**src/rtl/gameplay_pkg.sv**
```systemverilog
// -----------------------------------------------------------------------------
// gameplay_pkg
// Shared definitions for the stacking-game control FSM (gameplay_sequencer)
// and its datapath (gameplay_datapath).
//   - X_W / Y_W     : widths of the block x (8 bit) and y (7 bit) coordinates
//   - DEF_*         : default screen geometry
//   - seq_state_t   : sequencer state encoding
// -----------------------------------------------------------------------------
package gameplay_pkg;

  localparam int X_W = 8;
  localparam int Y_W = 7;

  // Default geometry: a block spawns at the left edge (x=0) or right edge
  // (x=152); the first block sits at y=116 and each level is 4 rows higher.
  localparam logic [X_W-1:0] DEF_X_RIGHT  = 8'd152;
  localparam logic [Y_W-1:0] DEF_Y_BOTTOM = 7'd116;
  localparam logic [Y_W-1:0] DEF_Y_TOP    = 7'd4;
  localparam logic [Y_W-1:0] DEF_BLOCK_H  = 7'd4;

  typedef enum logic [3:0] {
    S_IDLE   = 4'd0,
    S_SPAWN  = 4'd1,
    S_MOVE   = 4'd2,
    S_DROP   = 4'd3,
    S_WAIT   = 4'd4,
    S_JUDGE  = 4'd5,
    S_HIT    = 4'd6,
    S_MISS   = 4'd7,
    S_SETTLE = 4'd8,
    S_OVER   = 4'd9
  } seq_state_t;

endpackage

```
**src/rtl/gameplay_sequencer_edge_detect.sv**
```systemverilog
// -----------------------------------------------------------------------------
// edge_detect
// Rising-edge detector for a level input (start / drop keys).
// The history register resets to 1, so a key already held while reset is
// released does not produce an edge; the key must be released and pressed
// again.
// Ports:
//   clk      in  : clock
//   resetn   in  : asynchronous active-low reset
//   i_level  in  : level input
//   o_rise   out : one-cycle pulse when i_level goes 0 -> 1
// -----------------------------------------------------------------------------
module edge_detect (
  input  logic clk,
  input  logic resetn,
  input  logic i_level,
  output logic o_rise
);

  logic r_prev;

  always_ff @(posedge clk or negedge resetn) begin
    if (!resetn) begin
      r_prev <= 1'b1;
    end else begin
      r_prev <= i_level;
    end
  end

  assign o_rise = i_level & ~r_prev;

endmodule

```
**src/rtl/gameplay_sequencer.sv**
```systemverilog
// -----------------------------------------------------------------------------
// gameplay_sequencer
// Control FSM for gameplay_datapath. Spawns each block at the start row, lets
// it slide until the player drops it, waits out the overlap detector's
// one-cycle latency, then awards score (hit) or removes a chance (miss) and
// steps the stack height. The round ends when chances run out or the stack
// reaches the top of the screen.
//
// Optional feature (compile-time macro GAMEPLAY_SEQ_AUTODROP_EN):
//   when defined, a block left moving for DROP_TIMEOUT sync ticks is dropped
//   automatically. When undefined, MOVE waits for the player indefinitely.
//
// Parameters:
//   X_RIGHT      : spawn x when direction = 1 (direction 0 spawns at x = 0)
//   Y_BOTTOM     : y of the first (bottom) block
//   Y_TOP        : stack complete when the next y would be above this row
//   BLOCK_H      : y step per successful level
//   DROP_TIMEOUT : sync ticks before auto-drop (macro builds only)
//
// Ports:
//   clk, resetn (async, active-low)
//   start, drop        in  : key levels, rising edge acts
//   sync               in  : one-cycle movement tick
//   o, c               in  : overlap flag, chances-remaining flag
//   enable, save_x, ld_x, ld_y, ld_d, inc_score, dec_chances  out : strobes
//   new_direction, new_x_position, new_y_position             out : load data
//   playing, game_over, win                                   out : status
// -----------------------------------------------------------------------------
module gameplay_sequencer
  import gameplay_pkg::*;
#(
  parameter logic [X_W-1:0] X_RIGHT      = DEF_X_RIGHT,
  parameter logic [Y_W-1:0] Y_BOTTOM     = DEF_Y_BOTTOM,
  parameter logic [Y_W-1:0] Y_TOP        = DEF_Y_TOP,
  parameter logic [Y_W-1:0] BLOCK_H      = DEF_BLOCK_H,
  parameter logic [7:0]     DROP_TIMEOUT = 8'd200
) (
  input  logic           clk,
  input  logic           resetn,
  input  logic           start,
  input  logic           drop,
  input  logic           sync,
  input  logic           o,
  input  logic           c,
  output logic           enable,
  output logic           save_x,
  output logic           ld_x,
  output logic           ld_y,
  output logic           ld_d,
  output logic           inc_score,
  output logic           dec_chances,
  output logic           new_direction,
  output logic [X_W-1:0] new_x_position,
  output logic [Y_W-1:0] new_y_position,
  output logic           playing,
  output logic           game_over,
  output logic           win
);

  seq_state_t     r_state;
  seq_state_t     w_next;

  logic           r_dir;
  logic [Y_W-1:0] r_y;
  logic           r_first;
  logic           r_win;

  logic           w_start_edge;
  logic           w_drop_edge;
  logic           w_drop_go;
  logic           w_top;

  edge_detect u_start_edge (
    .clk     (clk),
    .resetn  (resetn),
    .i_level (start),
    .o_rise  (w_start_edge)
  );

  edge_detect u_drop_edge (
    .clk     (clk),
    .resetn  (resetn),
    .i_level (drop),
    .o_rise  (w_drop_edge)
  );

`ifdef GAMEPLAY_SEQ_AUTODROP_EN
  // Counts sync ticks while the block moves; holds at DROP_TIMEOUT so the
  // timeout stays asserted until MOVE is left. A player drop in the same
  // cycle simply ORs into the same single drop request.
  logic [7:0] r_drop_cnt;
  logic       w_timeout;

  always_ff @(posedge clk or negedge resetn) begin
    if (!resetn) begin
      r_drop_cnt <= 8'd0;
    end else if (r_state == S_SPAWN) begin
      r_drop_cnt <= 8'd0;
    end else if ((r_state == S_MOVE) && sync && (r_drop_cnt != DROP_TIMEOUT)) begin
      r_drop_cnt <= r_drop_cnt + 8'd1;
    end
  end

  assign w_timeout = (r_drop_cnt == DROP_TIMEOUT);
  assign w_drop_go = w_drop_edge | w_timeout;
`else
  logic w_unused_sync;
  assign w_unused_sync = sync;
  assign w_drop_go     = w_drop_edge;
`endif

  // Stack is complete when y_cur - BLOCK_H < Y_TOP. Evaluated as
  // y_cur < BLOCK_H + Y_TOP in 8 bits so the subtraction cannot wrap.
  assign w_top = ({1'b0, r_y} < ({1'b0, BLOCK_H} + {1'b0, Y_TOP}));

  always_ff @(posedge clk or negedge resetn) begin
    if (!resetn) begin
      r_state <= S_IDLE;
    end else begin
      r_state <= w_next;
    end
  end

  always_comb begin
    w_next         = r_state;
    enable         = 1'b0;
    save_x         = 1'b0;
    ld_x           = 1'b0;
    ld_y           = 1'b0;
    ld_d           = 1'b0;
    inc_score      = 1'b0;
    dec_chances    = 1'b0;
    new_direction  = 1'b0;
    new_x_position = '0;
    new_y_position = '0;
    playing        = 1'b1;
    game_over      = 1'b0;

    unique case (r_state)
      S_IDLE: begin
        playing = 1'b0;
        if (w_start_edge) begin
          w_next = S_SPAWN;
        end
      end
      S_SPAWN: begin
        ld_x           = 1'b1;
        ld_y           = 1'b1;
        ld_d           = 1'b1;
        new_direction  = r_dir;
        new_x_position = r_dir ? X_RIGHT : '0;
        new_y_position = r_y;
        w_next         = S_MOVE;
      end
      S_MOVE: begin
        enable = 1'b1;
        if (w_drop_go) begin
          w_next = S_DROP;
        end
      end
      S_DROP: begin
        w_next = S_WAIT;
      end
      // Overlap flag is registered in the datapath; give it a cycle.
      S_WAIT: begin
        w_next = S_JUDGE;
      end
      // The bottom block always counts as a hit: there is nothing below it.
      S_JUDGE: begin
        w_next = (o || r_first) ? S_HIT : S_MISS;
      end
      S_HIT: begin
        inc_score = 1'b1;
        save_x    = 1'b1;
        w_next    = w_top ? S_OVER : S_SPAWN;
      end
      S_MISS: begin
        dec_chances = 1'b1;
        w_next      = S_SETTLE;
      end
      // c reflects the decremented chances count only from this cycle on.
      S_SETTLE: begin
        w_next = c ? S_SPAWN : S_OVER;
      end
      S_OVER: begin
        playing   = 1'b0;
        game_over = 1'b1;
        if (w_start_edge) begin
          w_next = S_SPAWN;
        end
      end
      default: begin
        playing = 1'b0;
        w_next  = S_IDLE;
      end
    endcase
  end

  always_ff @(posedge clk or negedge resetn) begin
    if (!resetn) begin
      r_dir   <= 1'b0;
      r_y     <= Y_BOTTOM;
      r_first <= 1'b1;
      r_win   <= 1'b0;
    end else begin
      unique case (r_state)
        S_IDLE, S_OVER: begin
          if (w_start_edge) begin
            r_dir   <= 1'b0;
            r_y     <= Y_BOTTOM;
            r_first <= 1'b1;
            r_win   <= 1'b0;
          end
        end
        // Successive levels alternate the side the block enters from.
        S_HIT: begin
          r_first <= 1'b0;
          r_dir   <= ~r_dir;
          if (w_top) begin
            r_win <= 1'b1;
          end else begin
            r_y <= r_y - BLOCK_H;
          end
        end
        default: begin
        end
      endcase
    end
  end

  assign win = r_win;

endmodule
```
**config.mk**
```make
export PLATFORM = sky130hd
export DESIGN_NAME = gameplay_sequencer
export DESIGN_NICKNAME = d
export VERILOG_FILES = /design/src/rtl/gameplay_pkg.sv /design/src/rtl/gameplay_sequencer_edge_detect.sv /design/src/rtl/gameplay_sequencer.sv
export SDC_FILE = /design/constraint.sdc
export NUM_CORES = 1
export LEC_CHECK = 0
export CAP_MARGIN = 15
export CORE_ASPECT_RATIO = 1.4
export CORE_MARGIN = 2
export CORE_UTILIZATION = 45
export CTS_CLUSTER_SIZE = 30
export DETAILED_ROUTE_END_ITERATION = 8
export PLACE_DENSITY = 0.83
export SLEW_MARGIN = 20
export SYNTH_ARGS = -nofsm -noshare
export SYNTH_HDL_FRONTEND = slang
export SYNTH_SLANG_ARGS = --single-unit
export TNS_END_PERCENT = 30
```
**constraint.sdc**
```tcl
create_clock -name clk -period 2.8 [get_ports clk]
set_input_delay 0.56 -clock clk [delete_from_list [all_inputs] [get_ports clk]]
set_output_delay 0.56 -clock clk [all_outputs]
set_load 0.05 [all_outputs]
```
* Word-level counts from Yosys, hierarchy flattened *
Cells that the tools add are included.
Widths: inputs -> output; s select.

operators by class
  add/sub/neg operators = 1
  $lt $le $gt $ge = 1
  equality and inequality tests = 13
  muxes and demuxes = 25
  bitwise gates (word level) = 5
  reduce and logical (&&, ||, !) cells = 9

operator list
  kind                 count
  $pmux 4 s9           1
  $mux 7               3
  $eq 4x3->1 const B   4
  $mux 4               4
  $mux 8               2
  $pmux 7 s2           1
  $mux 1               11
  $eq 4x2->1 const B   2
  $eq 4x4->1 const B   2
  $reduce_or 8->1      1
  $lt 7x4->1 const B   1
  $sub 7x3->7 const B  1
  $pmux 1 s2           3
  $reduce_and 3->1     2
  $eq 4x1->1 const B   1
  $logic_not 4->1      1
  $ne 2x1->1 const B   2
  $ne 2x2->1 const B   2
  $reduce_and 2->1     2
  $not 1->1            3
  $and 1x1->1          2
  $reduce_bool 2->1    1
  $reduce_or 2->1      1
  $logic_or 1x1->1     1

word-level totals
  register bits = 16
  bits of input ports = 7
  output and inout bits = 26
  word-level logic and storage cells = 61

* Longest topological paths before layout *
  depth in word-level cells = 4
  depth in mapped cells = 5
  gate-level depth less buffers = 4

* Hierarchy *
Synthesis repeated with hierarchy kept, for this count alone.

second synthesis, totals
  cell total of the unflattened synthesis = 95
  area, all modules = 910.9 um^2

modules (own cells, without submodules)
  module              instances  cells an instance  area each (um^2)  seq. area each (um^2)
  gameplay_sequencer  1          91                 830.8             306.5
  edge_detect         2          2                  40.0              26.3

* Least setup slack after synthesis *
OpenSTA, ideal clock, no wires.

  path kind = register -> output
  start = register r_state[3]
  end = output port game_over
  arrival = 2.372 ns
  data required time = 2.240 ns
  slack = -0.132 ns
  stages on the path, launching flop included = 3
  path buffers = 1
  cell sequence = dfrtp_1 -> buf_1 -> nor4b_1

between the ends
  cells in the longest elaborated chain, start to end = 2

RTL lines
  item                      line                       source
  start: declaration        gameplay_sequencer.sv:60   seq_state_t r_state;
  start signal: assignment  gameplay_sequencer.sv:120  r_state <= w_next;
  $eq 4x4->1                gameplay_sequencer.sv:139  unique case (r_state)
  $mux 1                    gameplay_sequencer.sv:139
  end: declaration          gameplay_sequencer.sv:56   output logic game_over,

Every way passes these cells.

* Worst setup path in the final report *
  start = register r_state[2]
  end = output port playing

between the ends
  cells in the longest elaborated chain, start to end = 3
  elaborated cells on any way between the ends = 10
  classes of those cells = eq/ne: 8; mux: 1; reduce/logical: 1

RTL lines
  item                                line                       source
  $eq 4x2->1 (tied with other cells)  gameplay_sequencer.sv:139
  $reduce_or 8->1 (no source line) *  n/a
  $mux 1 *                            gameplay_sequencer.sv:139
  end: declaration                    gameplay_sequencer.sv:55   output logic playing,

Mark *: on every way between the ends. The rest lies on a longest branch, timed or not.

==> flow_summary.ini <==
[grt]
globalRouteTotalUtil = 0.1603
global_route_wire_length_before_repair_mm = 3.001
grt_pass1_vias = 686
antenna_violations_before_repair = 0
largest_net_degree_at_the_start_of_global_routing = 15
grt.overflow.total = 0

[drt]
detail-route-antenna-nets = 0
detailroute.via_count = 757
detail_route.first_pass.iterations = 4
post-route-drc-count = 0
detail_route.wirelength_mm = 1.806
routed_wire_length_per_instance_um = 13.09
vias_per_cell = 5.486
detail_route.iter0.violations = 9

[final_layout]
diodes = 0
design_area_sq_um = 1177
fin_util = 0.6040
areaGrowthSynthToFinish_pct = 28.90
finalNetCount = 126
drive_above_1_share = 0.2906

[setup_path]
setup.worst_path.class = reg -> out
critical_path.max_fanout = 7
rr_startpoint = r_state[1]
worst_ep_arrival_time_ns = 2.10
worstPathRequired_ns = 2.24
crit_chain = buf_4, nor3_1, xnor2_1, clkdlybuf4s50_1
cp_top_family = buffers and inverters
critPathLaunch = r_state[2]
cp-end-kind = output pin
crit_buf_inv = 2
crit_path_max_incr_delay_ns = 0.82
timing.critical_path.slowest_stage_cell = sky130_fd_sc_hd__clkdlybuf4s50_1
crit_path_start_kind = flop

[logic_synthesis]
synth_cell_types = 34
xor_and_xnor_area_share_after_synthesis = 0.02877
postSynthCellCount = 97
async_reset_ff_frac = 1.000
number_of_enable_flip_flop_cells_after_synthesis = 0
synth_compound_gate_area_share = 0.09452
synth_seq_area_share = 0.3932
flip_flop_and_latch_count_after_synthesis = 14
synth_top_family_by_area = simple AND/OR/NAND/NOR gates
synth_top_cells_by_count = sky130_fd_sc_hd__buf_4 (14), sky130_fd_sc_hd__nor2_1 (12), sky130_fd_sc_hd__and2_1 (7), sky130_fd_sc_hd__dfrtp_1 (7), sky130_fd_sc_hd__dfstp_2 (7)
yosys.cell_count.top_type = sky130_fd_sc_hd__buf_4
synth_simple_gate_area_frac = 0.2726
netlist_top_cells_area = sky130_fd_sc_hd__dfstp_2 (20%), sky130_fd_sc_hd__dfrtp_1 (19%), sky130_fd_sc_hd__buf_4 (12%)
synth_top_area_cell = sky130_fd_sc_hd__dfstp_2
synth_area_per_cell_sq_um = 9.416
yosys_warnings = 0
netlist_area_sq_um = 913.4
synth.top_cell.area_share = 0.2014
post_synth_adder_cell_area = 0.01370
yosys-mux-area-fraction = 0.04521
synthFlopType = sky130_fd_sc_hd__dfstp_2

[clocking]
cts.htree.levels = 1
setup_bufs_post_cts = 0
cts.reportedPaths.clkPinSlew_ns = 0.09
clk_path_buf_depth = 2
root_buffer = sky130_fd_sc_hd__clkbuf_4
cts.sinks = 14
clk_latency_ns = 0.28
clock_tree_from_tritoncts = built
numCtsBuffers = 3

[status]
run_status = finished, final reports clean

[sta]
finalHoldViolations = 0
timing.final.crit_share = 0.9490
slew_viol_final = 0
finalSetupViolations = 0
final_period_minus_worst_setup_slack_ns = 2.657
timing.fmax_mhz = 376.4
rsz0062_at_grt = false
worst_slew_pin_slew_ns = 0.6520
fin_hold_ws_ns = 0.5178
fin_skew_ns = 0.009147
worst_slew_margin_rel = 0.5640
setup-tns-final_ns = 0

[floorplanning]
start_util = 0.4685
num_rows = 19
floorplan_die_area_sq_um = 2411
fp.coreArea_sq_um = 1949
floorplan.io_pins = 33
floorplan.die.width_um = 42.08
die_height_um = 57.31

[place]
number_of_i_o_port_buffers = 24
dpl_wire_length_mm = 1.377
detailed_place.area_sq_um = 1132
gp_routability_congestion = 0.8140

[pwr]
worst_ir_drop_vdd_mv = 1.037
power.leakage_nw = 0.5585
cellPowerDensity_nw_per_um2 = 1293

[min_path]
min_from = win
worst_hold_path_type = reg -> reg

[run]
maxCapViolCount = 0
flip-flops by register name, indices dropped and copies added (netlist names):
name and flops:
r_state 4, r_first 1, r_y 5, r_dir 1
win 1, u_start_edge.r_prev 1, u_drop_edge.r_prev 1
power by group:
part | switching [mW] | internal, mW
Sequential | 0.100 | 0.297
Clock | 0.0659 | 0.0791
Combinational | 0.619 | 0.361
logic make-up (layout without fill, tap and decap cells):
kind of cell / Yosys count / count (layout)
adders and majority gates: 1 / 1
muxes: 4 / 4
buffers and inverters: 21 / 35
DFF: 14 / 14
other: 1 / 7
xor gates and xnor gates: 3 / 3
AOI/OAI and AO/OA: 13 / 13
and+or+nand+nor: 40 / 40
cell type report:
type | count | area (sq um)
Sequential cell | 14 | 359.1
Tap cell | 21 | 26.28
Clock buffer | 4 | 36.28
Multi-Input combinational cell | 68 | 449.2
Fill cell | 172 | 772.0
Inverter | 3 | 11.26
Timing Repair Buffer | 28 | 295.3
stage by stage:
step / setup WS [ns] / instances / total power [mW]
after detailed placement: 0.3614 / 134 / 1.384
after global routing: 0.05094 / 138 / 1.613
after floorplan: -0.08489 / 103 / 1.137
after global placement: 0.3948 / 134 / 1.359
final: 0.1429 / 138 / 1.522
after CTS: 0.04598 / 138 / 1.530
layer usage:
metal,part of all wire,track usage,up-vias
met5,0,0,-
met4,0.025,0.09821,0
met3,0.058,0.02215,6
met2,0.51,0.2790,30
met1,0.40,0.1838,365
li1,-,-,356
tightest hold or removal path: stages (launching register included):
cell,delay (ns)
sky130_fd_sc_hd__dfrtp_1,0.36
sky130_fd_sc_hd__a21oi_1,0.04
sky130_fd_sc_hd__nor2_1,0.08
repair_timing:
item,CTS,global route
hold buffers,0,0
endpoints found under the setup margin,0,7
resized for setup,0,4
worst paths after layout:
path | slack (ns) | cells past startpoint | endpoint
setup / recovery | 0.14 | 4 | playing
hold / removal | 0.52 | 2 | win
hold reg to reg | 0.52 | 2 | win
max in group asynchronous | 1.70 | 1 | win
min in group asynchronous | 0.67 | 1 | r_y[3]
setup reg to reg | 1.26 | 5 | r_y[3]
cell usage in the layout (no fill, tap or decap), drive strengths merged, types with 4 or more instances in the layout:
cell and count:
nand2 4, clkbuf 4, conb 7, buf 17
clkdlybuf4s50 8, nor2 12, dfrtp 7, dfstp 7
and2 7, a21oi 6
No activity file was read; power rests on OpenSTA's default activity.
